[config.mk]
export PLATFORM = sky130hd
export DESIGN_NAME = stack_pop_sequencer
export DESIGN_NICKNAME = d
export VERILOG_FILES = /design/src/rtl/stack_pkg.sv /design/src/rtl/pop_word_assembler.sv /design/src/rtl/stack_pop_sequencer.sv
export SDC_FILE = /design/constraint.sdc
export NUM_CORES = 1
export LEC_CHECK = 0
export ABC_AREA = 1
export CAP_MARGIN = 40
export CORE_MARGIN = 2
export CORE_UTILIZATION = 35
export CTS_CLUSTER_DIAMETER = 150
export DETAILED_ROUTE_END_ITERATION = 10
export GPL_ROUTABILITY_DRIVEN = 0
export PLACE_DENSITY = 0.71
export SLEW_MARGIN = 20
export SYNTH_ARGS = -nofsm -noshare
export SYNTH_HDL_FRONTEND = slang
export SYNTH_SLANG_ARGS = --single-unit
[constraint.sdc]
create_clock -name clk -period 5.84 [get_ports clk]
set_clock_uncertainty 0.05 [all_clocks]
set_input_delay 1.168 -clock clk [delete_from_list [all_inputs] [get_ports clk]]
set_output_delay 1.168 -clock clk [all_outputs]
set_load 0.02 [all_outputs]
[src/rtl/stack_pkg.sv]
// Shared definitions for the stack pop path: FSM state encoding, pop counts,
// flag width and the SP reset constant used by the SP register logic.
package stack_pkg;

  typedef enum logic [2:0] {
    ST_IDLE,
    ST_RD0,
    ST_RD1,
    ST_RD2,
    ST_LAST,
    ST_DONE
  } pop_state_e;

  localparam int unsigned RET_POPS = 2;
  localparam int unsigned RTI_POPS = 3;
  localparam int unsigned FLAGS_W  = 3;
  localparam logic [31:0] SP_RESET = 32'h0000_0008;

  // Number of words popped for a given request kind.
  function automatic int unsigned pop_count(input logic rti);
    return rti ? RTI_POPS : RET_POPS;
  endfunction

  // Capture-bank slot that receives the final word (PC[31:16]).
  function automatic logic [1:0] last_pop_idx(input logic rti);
    return rti ? 2'd2 : 2'd1;
  endfunction

endpackage

[src/rtl/pop_word_assembler.sv]
// Capture bank keyed by pop index. Slot 0 holds the first word popped, and so
// on. The request kind decides which slots form the PC and which holds flags.
module pop_word_assembler
  import stack_pkg::*;
#(
  parameter int unsigned WORD_W = 16
) (
  input  logic                clk,
  input  logic                rst,
  input  logic                clear_i,
  input  logic                cap_en_i,
  input  logic [1:0]          cap_idx_i,
  input  logic                is_rti_i,
  input  logic [WORD_W-1:0]   word_i,
  output logic [2*WORD_W-1:0] pc_o,
  output logic [FLAGS_W-1:0]  flags_o
);

  logic [WORD_W-1:0] w0_q, w1_q, w2_q;
  logic [WORD_W-1:0] w0_d, w1_d, w2_d;

  // Select the slot to load; clearing wins so a new sequence starts from zero.
  always_comb begin
    w0_d = w0_q;
    w1_d = w1_q;
    w2_d = w2_q;
    if (clear_i) begin
      w0_d = '0;
      w1_d = '0;
      w2_d = '0;
    end else if (cap_en_i) begin
      case (cap_idx_i)
        2'd0:    w0_d = word_i;
        2'd1:    w1_d = word_i;
        2'd2:    w2_d = word_i;
        default: ;
      endcase
    end
  end

  // Capture bank registers.
  always_ff @(posedge clk or posedge rst) begin
    if (rst) begin
      w0_q <= '0;
      w1_q <= '0;
      w2_q <= '0;
    end else begin
      w0_q <= w0_d;
      w1_q <= w1_d;
      w2_q <= w2_d;
    end
  end

  // RET pops PC low then high; RTI pops flags, PC low, PC high.
  always_comb begin
    pc_o    = is_rti_i ? {w2_q, w1_q} : {w1_q, w0_q};
    flags_o = is_rti_i ? w0_q[FLAGS_W-1:0] : '0;
  end

endmodule

[src/rtl/stack_pop_sequencer.sv]
// Memory-stage pop sequencer for RET/RTI: reads the return PC (and flags for
// RTI) from the stack, then issues a one-cycle SP write with the final SP.
// Optional macro STACK_BOUND_CHECK_EN: reject requests whose pops would pass
// SP_LIMIT, reporting a one-cycle stack_err instead of reading memory.
module stack_pop_sequencer
  import stack_pkg::*;
#(
  parameter int unsigned     WORD_W   = 16,
  parameter int unsigned     SP_W     = 32,
  parameter logic [SP_W-1:0] SP_LIMIT = 32'h0000_0FFF
) (
  input  logic              clk,
  input  logic              rst,
  input  logic              ret_req,
  input  logic              rti_req,
  input  logic [SP_W-1:0]   sp_in,
  input  logic [WORD_W-1:0] mem_rdata,
  output logic              mem_rd,
  output logic [SP_W-1:0]   mem_addr,
  output logic              stall,
  output logic              done,
  output logic [31:0]       pc_out,
  output logic [FLAGS_W-1:0] flags_out,
  output logic              is_rti,
  output logic [SP_W-1:0]   sp_out,
  output logic              sp_we,
  output logic              stack_err
);

  pop_state_e      state_q, state_d;
  logic [SP_W-1:0] sp_base_q, sp_base_d;
  logic [SP_W-1:0] addr_q;
  logic            rti_q, rti_d;
  logic            err_q, err_d;
  logic            accept;
  logic            bound_fail;
  logic            cap_en;
  logic [1:0]      cap_idx;

  assign accept = (state_q == ST_IDLE) && (ret_req || rti_req);

`ifdef STACK_BOUND_CHECK_EN
  logic [SP_W:0] sp_reach;
  // One extra bit so a wrap past 2^SP_W counts as out of bounds.
  always_comb begin
    sp_reach   = {1'b0, sp_in} + (SP_W+1)'(pop_count(rti_req));
    bound_fail = sp_reach > {1'b0, SP_LIMIT};
  end
  assign stack_err = (state_q == ST_DONE) && err_q;
`else
  logic unused_limit;
  assign unused_limit = ^SP_LIMIT;
  assign bound_fail   = 1'b0;
  assign stack_err    = 1'b0;
`endif

  // State register.
  always_ff @(posedge clk or posedge rst) begin
    if (rst) state_q <= ST_IDLE;
    else     state_q <= state_d;
  end

  // Next state and request latching; requests outside IDLE are ignored.
  always_comb begin
    state_d   = state_q;
    sp_base_d = sp_base_q;
    rti_d     = rti_q;
    err_d     = err_q;
    case (state_q)
      ST_IDLE: begin
        if (accept) begin
          sp_base_d = sp_in;
          rti_d     = rti_req;
          err_d     = bound_fail;
          state_d   = bound_fail ? ST_DONE : ST_RD0;
        end
      end
      ST_RD0:  state_d = ST_RD1;
      ST_RD1:  state_d = rti_q ? ST_RD2 : ST_LAST;
      ST_RD2:  state_d = ST_LAST;
      ST_LAST: state_d = ST_DONE;
      ST_DONE: state_d = ST_IDLE;
      default: state_d = ST_IDLE;
    endcase
  end

  // Outputs decoded from state; mem_addr holds its last value outside reads.
  always_comb begin
    mem_rd   = 1'b0;
    mem_addr = addr_q;
    cap_en   = 1'b0;
    cap_idx  = 2'd0;
    done     = 1'b0;
    sp_we    = 1'b0;
    sp_out   = '0;
    stall    = (state_q != ST_IDLE);
    case (state_q)
      ST_RD0: begin
        mem_rd   = 1'b1;
        mem_addr = sp_base_q + SP_W'(1);
      end
      ST_RD1: begin
        mem_rd   = 1'b1;
        mem_addr = sp_base_q + SP_W'(2);
        cap_en   = 1'b1;
        cap_idx  = 2'd0;
      end
      ST_RD2: begin
        mem_rd   = 1'b1;
        mem_addr = sp_base_q + SP_W'(3);
        cap_en   = 1'b1;
        cap_idx  = 2'd1;
      end
      ST_LAST: begin
        cap_en  = 1'b1;
        cap_idx = last_pop_idx(rti_q);
      end
      ST_DONE: begin
        done   = 1'b1;
        sp_we  = ~err_q;
        sp_out = sp_base_q + SP_W'(pop_count(rti_q));
      end
      default: ;
    endcase
  end

  // Request context and address hold registers.
  always_ff @(posedge clk or posedge rst) begin
    if (rst) begin
      sp_base_q <= '0;
      rti_q     <= 1'b0;
      err_q     <= 1'b0;
      addr_q    <= '0;
    end else begin
      sp_base_q <= sp_base_d;
      rti_q     <= rti_d;
      err_q     <= err_d;
      addr_q    <= mem_addr;
    end
  end

  assign is_rti = rti_q;

  pop_word_assembler #(
    .WORD_W (WORD_W)
  ) u_asm (
    .clk       (clk),
    .rst       (rst),
    .clear_i   (accept),
    .cap_en_i  (cap_en),
    .cap_idx_i (cap_idx),
    .is_rti_i  (rti_q),
    .word_i    (mem_rdata),
    .pc_o      (pc_out),
    .flags_o   (flags_out)
  );

endmodule

==> results of run 1 <==
-- layout make-up --
type	instances	share of cell area, %
Tap cell	270	3.55
Timing Repair Buffer	166	17.4
Sequential cell	116	30.5
Inverter	94	3.74
Multi-Input combinational cell	772	38.6
Clock inverter	12	1.66
Clock buffer	19	4.55
-- power groups by stage --
stage               sequential, W  clock [W]  combinational [W]
floorplan                 0.00142          0            0.00230
global placement          0.00149          0            0.00367
detailed placement        0.00150          0            0.00369
CTS                       0.00149    0.00108            0.00372
global route              0.00155    0.00111            0.00406
finish                    0.00150    0.00107            0.00371
-- per-stage QoR --
| step | std cells | total power (W) | utilization [%] | instance area [um^2] |
|---|---|---|---|---|
| after CTS | 1449 | 0.00630 | 47.3 | 9510 |
| after detailed placement | 1418 | 0.00519 | 44.4 | 8920 |
| final | 1449 | 0.00628 | 47.3 | 9510 |
| after global routing | 1449 | 0.00672 | 47.3 | 9510 |
| after global placement | 1417 | 0.00515 | 44.2 | 8890 |
| after floorplan | 1023 | 0.00372 | - | 7100 |
-- layout by cell type (no fill, tap or decap), types with 5 or more instances in the layout --
cell,instances
nand2_1,278
clkdlybuf4s50_1,155
nand3_1,152
dfrtp_1,115
o21ai_0,90
inv_1,84
nor2_1,79
a21oi_1,62
nor2_2,25
nand2_2,24
o21ai_1,20
clkbuf_16,17
nor2_4,14
buf_4,10
nor3_1,8
inv_2,7
ha_1,5
-- sequential cells by signal (all words and copies together) (netlist names) --
name	cells
u_asm.w2_q	16
u_asm.w0_q	16
is_rti	1
u_asm.w1_q	16
state_q	3
addr_q	32
sp_base_q	32
-- logic make-up after synthesis --
family	share of synthesized area (%)
xor gates and xnor gates	0.370
AOI/OAI and AO/OA	12.9
and+or+nand+nor	37.1
buffers and inverters	7.61
DFF	40.9
adders and majority gates	1.16
other	0.0528
-- worst max-delay path: cells and delay by family, from the launching register on --
| kind | cells | cell delay (ns) |
|---|---|---|
| and+or+nand+nor | 9 | 1.27 |
| buffers and inverters | 1 | 0.61 |
| adders and majority gates | 1 | 0.47 |
| DFF | 1 | 0.42 |
-- per-layer routing --
metal / up-vias / global-route usage (%)
li1: 3615 / -
met5: - / 0
met4: 0 / 8.01
met1: 3390 / 27.9
met2: 262 / 34.5
met3: 36 / 5.69
-- worst paths after layout --
| path | depth (start not counted) | endpoint | slack (ns) |
|---|---|---|---|
| setup / recovery | 11 | mem_addr[28] | 1.42 |
| hold / removal | 2 | addr_q[30]$_DFF_PP0_ | 0.44 |
| setup reg to reg | 7 | u_asm.w1_q[9]$_DFFE_PP0P_ | 3.28 |
| hold reg to reg | 2 | addr_q[30]$_DFF_PP0_ | 0.44 |
| max in group asynchronous | 3 | addr_q[22]$_DFF_PP0_ | 3.65 |
| min in group asynchronous | 2 | u_asm.w0_q[7]$_DFFE_PP0P_ | 1.07 |
==> metrics.log, run 1 <==
INFO  metric final.setup.worst_slack = 1.42 ns
INFO  metric cts_tree = built
INFO  metric pwr_density_cell = 660 nW/um^2
INFO  metric critical_path.cell_chain = nor2_1 -> nand2_1 -> fa_1 -> nor2_2 -> nand2_2 -> nor2_2 -> nand2_1 -> nand2_1 -> nand3_1 -> nand3_1 -> clkdlybuf4s50_1
INFO  metric yosysUniqueCellTypes = 30
INFO  metric multi_input_comb_area = 3670 um^2
INFO  metric yosys_top_cell_by_area = dfrtp_1
INFO  metric hold_viol_final = 0
INFO  metric top_level_ports = 157
INFO  metric highest-signal-layer = met4
INFO  metric synth.top_cells.by_count = nand2_1, nand3_1, dfrtp_1, o21ai_0, inv_1
INFO  metric cts.repair_timing.setup_buffer_count = 0
INFO  metric netlist_top_cells_area = dfrtp_1, nand2_1, nand3_1
INFO  metric metal_1_wl = 9890 um
INFO  metric syn_area = 7100 um^2
INFO  metric power.switching = 0.00306 W
INFO  metric met3RoutedLength = 1610 um
INFO  metric insertion_delay = 0.42 ns
INFO  metric fin_worst_hold_slack = 0.443 ns
INFO  metric p_sw_share = 48.8%
INFO  metric dieArea = 21500 um^2
INFO  metric syn-instance-count = 1023
INFO  metric worst_stage_delay_on_the_critical_path = 0.61 ns
INFO  metric drt_drc_violations_left = 0
INFO  metric min_from = addr_q[30]$_DFF_PP0_
INFO  metric design.core.area = 20100 um^2
INFO  metric num-fill-cells = 1942
INFO  metric internal_power_component = 0.00321 W
INFO  metric clock_path_buffers = 2
INFO  metric slew_headroom = 55.0%
INFO  metric globalRouteOverflowTotal = 0
INFO  metric cts_hold_buffers = 0
INFO  metric synthesis.nets = 1081
INFO  metric final_antenna_net_count = 0
INFO  metric die_span_in_x = 146 um
INFO  metric port_buffers = 155
INFO  metric maxClockFrequency = 0.226 GHz
INFO  metric post-route-period-util = 75.6%
INFO  metric worst-endpoint-arrival = 3.20 ns
INFO  metric power_frac_clock = 17.0%
INFO  metric route.met2.wl = 10700 um
INFO  metric yosysMostFrequentCell = nand2_1
INFO  metric antenna_found_initial = 0
INFO  metric htreeDepth = 4
INFO  metric areaGrowthSynthToFinish = 33.9%
INFO  metric final_net_count = 1225
INFO  metric synth-edff-count = 0
INFO  metric ff_latch_area = 2900 um^2
INFO  metric timing.final.setup_violations = 0
INFO  metric leakagePower = 4.21 nW
INFO  metric crit_path_frequent_cell = nand2_1
INFO  metric proportion_of_power_drawn_by_combinational_gates = 59.1%
INFO  metric wire_per_inst = 15.7 um
INFO  metric insertedDiodeCount = 0
INFO  metric timing.critical_path.slowest_stage_cell = clkdlybuf4s50_1
INFO  metric grt_start_max_net_pins = 61
INFO  metric drive_above_1_share = 9.75%
INFO  metric critPathRequiredTime = 4.62 ns
INFO  metric drt-pass1-iter-count = 5
INFO  metric min_path_type = register to register
INFO  metric via_count_of_the_first_global_routing_pass = 6924
INFO  metric clkSlewWorstSetupHoldPaths = 0.06 ns
INFO  metric floorplan.initialDensity = 35.3%
INFO  metric peakVddDrop = 0.000326 V
INFO  metric grt_util_all_layers = 21.5%
INFO  metric die_y = 146 um
INFO  metric synth.ff_latch_count = 116
INFO  metric worstSetupPathType = register to output pin
INFO  metric dominantRegCellSynth = dfrtp_1
INFO  metric worst-slew-pin-transition = 0.674 ns
INFO  metric synth-seq-area-share = 40.9%
INFO  metric row_count = 52
INFO  metric clock_sinks = 116
INFO  metric netlist.area_leader.share = 40.9%
INFO  metric crit_path_start = state_q[2]$_DFFE_PP0P_
INFO  metric tns = 0 ns
INFO  metric syn_area_per_cell = 6.94 um^2
INFO  metric detail_route.iter0.violations = 439
INFO  metric rr_startpoint = is_rti$_DFFE_PP0P_
INFO  metric yosys_warnings = 0
INFO  metric wire_length_of_the_first_global_routing_pass = 36400 um
INFO  metric grt_setup_unrepaired = false
INFO  metric pre_cts_setup_slack = 1.88 ns
INFO  metric routed-via-count = 7303
INFO  metric via_per_inst = 5.04
INFO  metric outcome = complete, no violations
INFO  metric drv_cap = 0
INFO  metric asyncSetResetFlopFracSynth = 100%
INFO  metric post-route-min-period = 4.42 ns
INFO  metric p_seq_share = 23.9%
INFO  metric clock_tree.root_cell = clkbuf_16
INFO  metric cts_made_buffers = 17
INFO  metric startpoint_type = register
INFO  metric report.final.slew_viol_count = 0
INFO  metric path_max_fanout = 6
INFO  metric place_hpwl = 15900 um
INFO  metric capturing_element_type_of_the_critical_path = output pin
INFO  metric postRouteWirelength = 22700 um
INFO  metric cts.repair.resized = 0
(Power assumes the default switching activity.)
==> inputs of run 2 (changes only) <==
PLACE_DENSITY = 0.73   (was 0.71)
clock period = 4 ns   (was 5.84 ns; I/O delays follow)
==> run 2 against run 1 <==
  * Critical path depth fell by 1
  * Worst hold slack worse by 0.0022 ns
  * Register-to-register slack got worse by 1.5 ns
  * Wire length is 1.8% lower
  * Global-route usage decreased by 0.55 points
  * Final area grew 1.1%
  * Sequential share of layout area decreased by 0.33 points
  * Via count rose by 0.90%
  * Flip-flop and latch count did not move
  * Critical path type unchanged
  * Largest cell class unchanged
  * Largest power group unchanged
  * Highest routed layer is now met5
==> metrics.log, run 2 (same netlist as run 1, synthesis figures left out) <==
INFO  metric path_max_fanout = 6
INFO  metric die_y = 146 um
INFO  metric grt_start_max_net_pins = 58
INFO  metric wire_length_of_the_first_global_routing_pass = 35600 um
INFO  metric startpoint_type = register
INFO  metric cts.repair_timing.setup_buffer_count = 0
INFO  metric timing.final.setup_violations = 0
INFO  metric dieArea = 21500 um^2
INFO  metric via_count_of_the_first_global_routing_pass = 6818
INFO  metric placed_area = 8960 um^2
INFO  metric drt-pass1-iter-count = 5
INFO  metric cts_tree = built
INFO  metric finish.utilization = 47.8%
INFO  metric grt_setup_unrepaired = true
INFO  metric finish.instance_area = 9610 um^2
INFO  metric most_common_cell_after_layout_fill_and_taps_aside = nand2_1
INFO  metric top_level_ports = 157
INFO  metric final.setup.worst_slack = 0.178 ns
INFO  metric die_span_in_x = 146 um
INFO  metric place_hpwl = 15900 um
INFO  metric cts_hold_buffers = 0
INFO  metric pre_cts_setup_slack = 0.437 ns
INFO  metric drv_cap = 0
INFO  metric final_net_count = 1230
INFO  metric detail_route.iter0.violations = 434
INFO  metric post-route-min-period = 3.82 ns
INFO  metric fin_worst_hold_slack = 0.441 ns
INFO  metric drive_above_1_share = 10.4%
INFO  metric leading_cell_types_in_the_layout_fill_and_taps_excluded = nand2_1, nand3_1, clkdlybuf4s50_1, dfrtp_1, o21ai_0
INFO  metric pwr_density_cell = 955 nW/um^2
INFO  metric clock_path_buffers = 2
INFO  metric timing.critical_path.slowest_stage_cell = clkdlybuf4s50_1
INFO  metric rr_startpoint = is_rti$_DFFE_PP0P_
INFO  metric leakagePower = 4.33 nW
INFO  metric capturing_element_type_of_the_critical_path = output pin
INFO  metric drt_drc_violations_left = 0
INFO  metric worstSetupPathType = register to output pin
INFO  metric final_antenna_net_count = 0
INFO  metric cts_made_buffers = 17
INFO  metric grt_util_all_layers = 20.9%
INFO  metric clock_tree.root_cell = clkbuf_16
INFO  metric design.core.area = 20100 um^2
INFO  metric postRouteWirelength = 22300 um
INFO  metric clock_sinks = 116
INFO  metric top_regs = addr_q (32), sp_base_q (32)
INFO  metric highest-signal-layer = met5
INFO  metric route.met2.wl = 10600 um
INFO  metric met3RoutedLength = 1850 um
INFO  metric peakVddDrop = 0.000560 V
INFO  metric htreeDepth = 4
INFO  metric maxClockFrequency = 0.262 GHz
INFO  metric port_buffers = 155
INFO  metric wire_per_inst = 15.3 um
INFO  metric outcome = complete, no violations
INFO  metric slew_headroom = 57.6%
INFO  metric worst-endpoint-arrival = 2.97 ns
INFO  metric floorplan.initialDensity = 35.3%
INFO  metric min_path_type = register to register
INFO  metric worst-slew-pin-transition = 0.635 ns
INFO  metric via_per_inst = 5.06
INFO  metric critical_path.cell_chain = inv_1 -> ha_1 -> a21oi_1 -> buf_4 -> inv_1 -> nand3_1 -> nor2_1 -> a21oi_1 -> nor2_1 -> clkdlybuf4s50_1
INFO  metric min_from = addr_q[17]$_DFF_PP0_
INFO  metric routed-via-count = 7369
INFO  metric worst_stage_delay_on_the_critical_path = 0.64 ns
INFO  metric areaGrowthSynthToFinish = 35.3%
INFO  metric insertion_delay = 0.42 ns
INFO  metric metal_1_wl = 9610 um
INFO  metric crit_path_start = sp_base_q[1]$_DFFE_PP0P_
INFO  metric report.final.slew_viol_count = 0
INFO  metric clkSlewWorstSetupHoldPaths = 0.06 ns
INFO  metric row_count = 52
INFO  metric post-route-period-util = 95.6%
INFO  metric hold_viol_final = 0
INFO  metric critPathRequiredTime = 3.15 ns
INFO  metric antenna_found_initial = 3
INFO  metric globalRouteOverflowTotal = 0
==> run 2: cell count changes in the layout (fill, tap and decap cells not counted), sizes merged, moves of 2 or more <==
cell | previous run | this run
clkdlybuf4s50 | 155 | 144
dlymetal6s2s | 0 | 8
buf | 11 | 16
dlygate4sd2 | 0 | 3
diode | 0 | 2
inv | 93 | 95
==> run 2: power by group <==
group	switching (W)	internal [W]	leakage, nW
registers	0.000451	0.00174	1.41
logic	0.00342	0.00197	2.62
clock network	0.000593	0.00101	0.295
==> run 2: final cells by class <==
type | count | area, um^2
fill | 1971 | 10500
multi-input combinational | 772 | 3680
sequential | 116 | 2900
timing repair buffer | 171 | 1710
clock buffer | 19 | 443
inverter | 94 | 355
tap | 270 | 338
clock inverter | 13 | 175
antenna | 2 | 5.00
==> run 2: worst paths after layout <==
path / cells after the start / slack [ns] / end
worst max register to register: 8 / 1.75 / u_asm.w1_q[6]$_DFFE_PP0P_
worst max-delay path: 10 / 0.18 / sp_out[17]
min in group asynchronous: 2 / 0.73 / u_asm.w0_q[9]$_DFFE_PP0P_
max in group asynchronous: 3 / 2.34 / u_asm.w1_q[14]$_DFFE_PP0P_
worst min-delay path: 2 / 0.44 / addr_q[17]$_DFF_PP0_
worst min register to register: 2 / 0.44 / addr_q[17]$_DFF_PP0_
==> run 2: critical path: cells and delay by family, from the launching register on <==
family          cells  cell delay (ns)
simple gates        3             0.71
buf+inv             4             1.08
flops               1             0.39
fa+ha+maj           1             0.19
compound gates      2             0.17
==> run 2: per-layer routing <==
metal	vias to the layer above	global-route usage [%]
met3	24	5.34
met1	3439	27.1
met5	-	0
met2	275	34.9
met4	2	5.58
li1	3629	-
==> run 2: what timing repair did <==
action                                  4_1_cts  5_1_grt
gates resized for setup                       3       12
endpoints found under the setup margin        3       12
hold endpoints to repair                      0        0
==> run 2: through the flow <==
stage | total power, W | cells | setup TNS (ns)
floorplan | 0.00543 | 1023 | 0
global placement | 0.00753 | 1422 | 0
detailed placement | 0.00759 | 1423 | 0
CTS | 0.00922 | 1455 | 0
global route | 0.00985 | 1455 | -0.0229
finish | 0.00918 | 1457 | 0
==> inputs of run 3 (changes only) <==
GPL_TIMING_DRIVEN = 1   (was default)
==> results of run 3 <==
The final DEF is identical to that of run 2; final timing and power are the same.
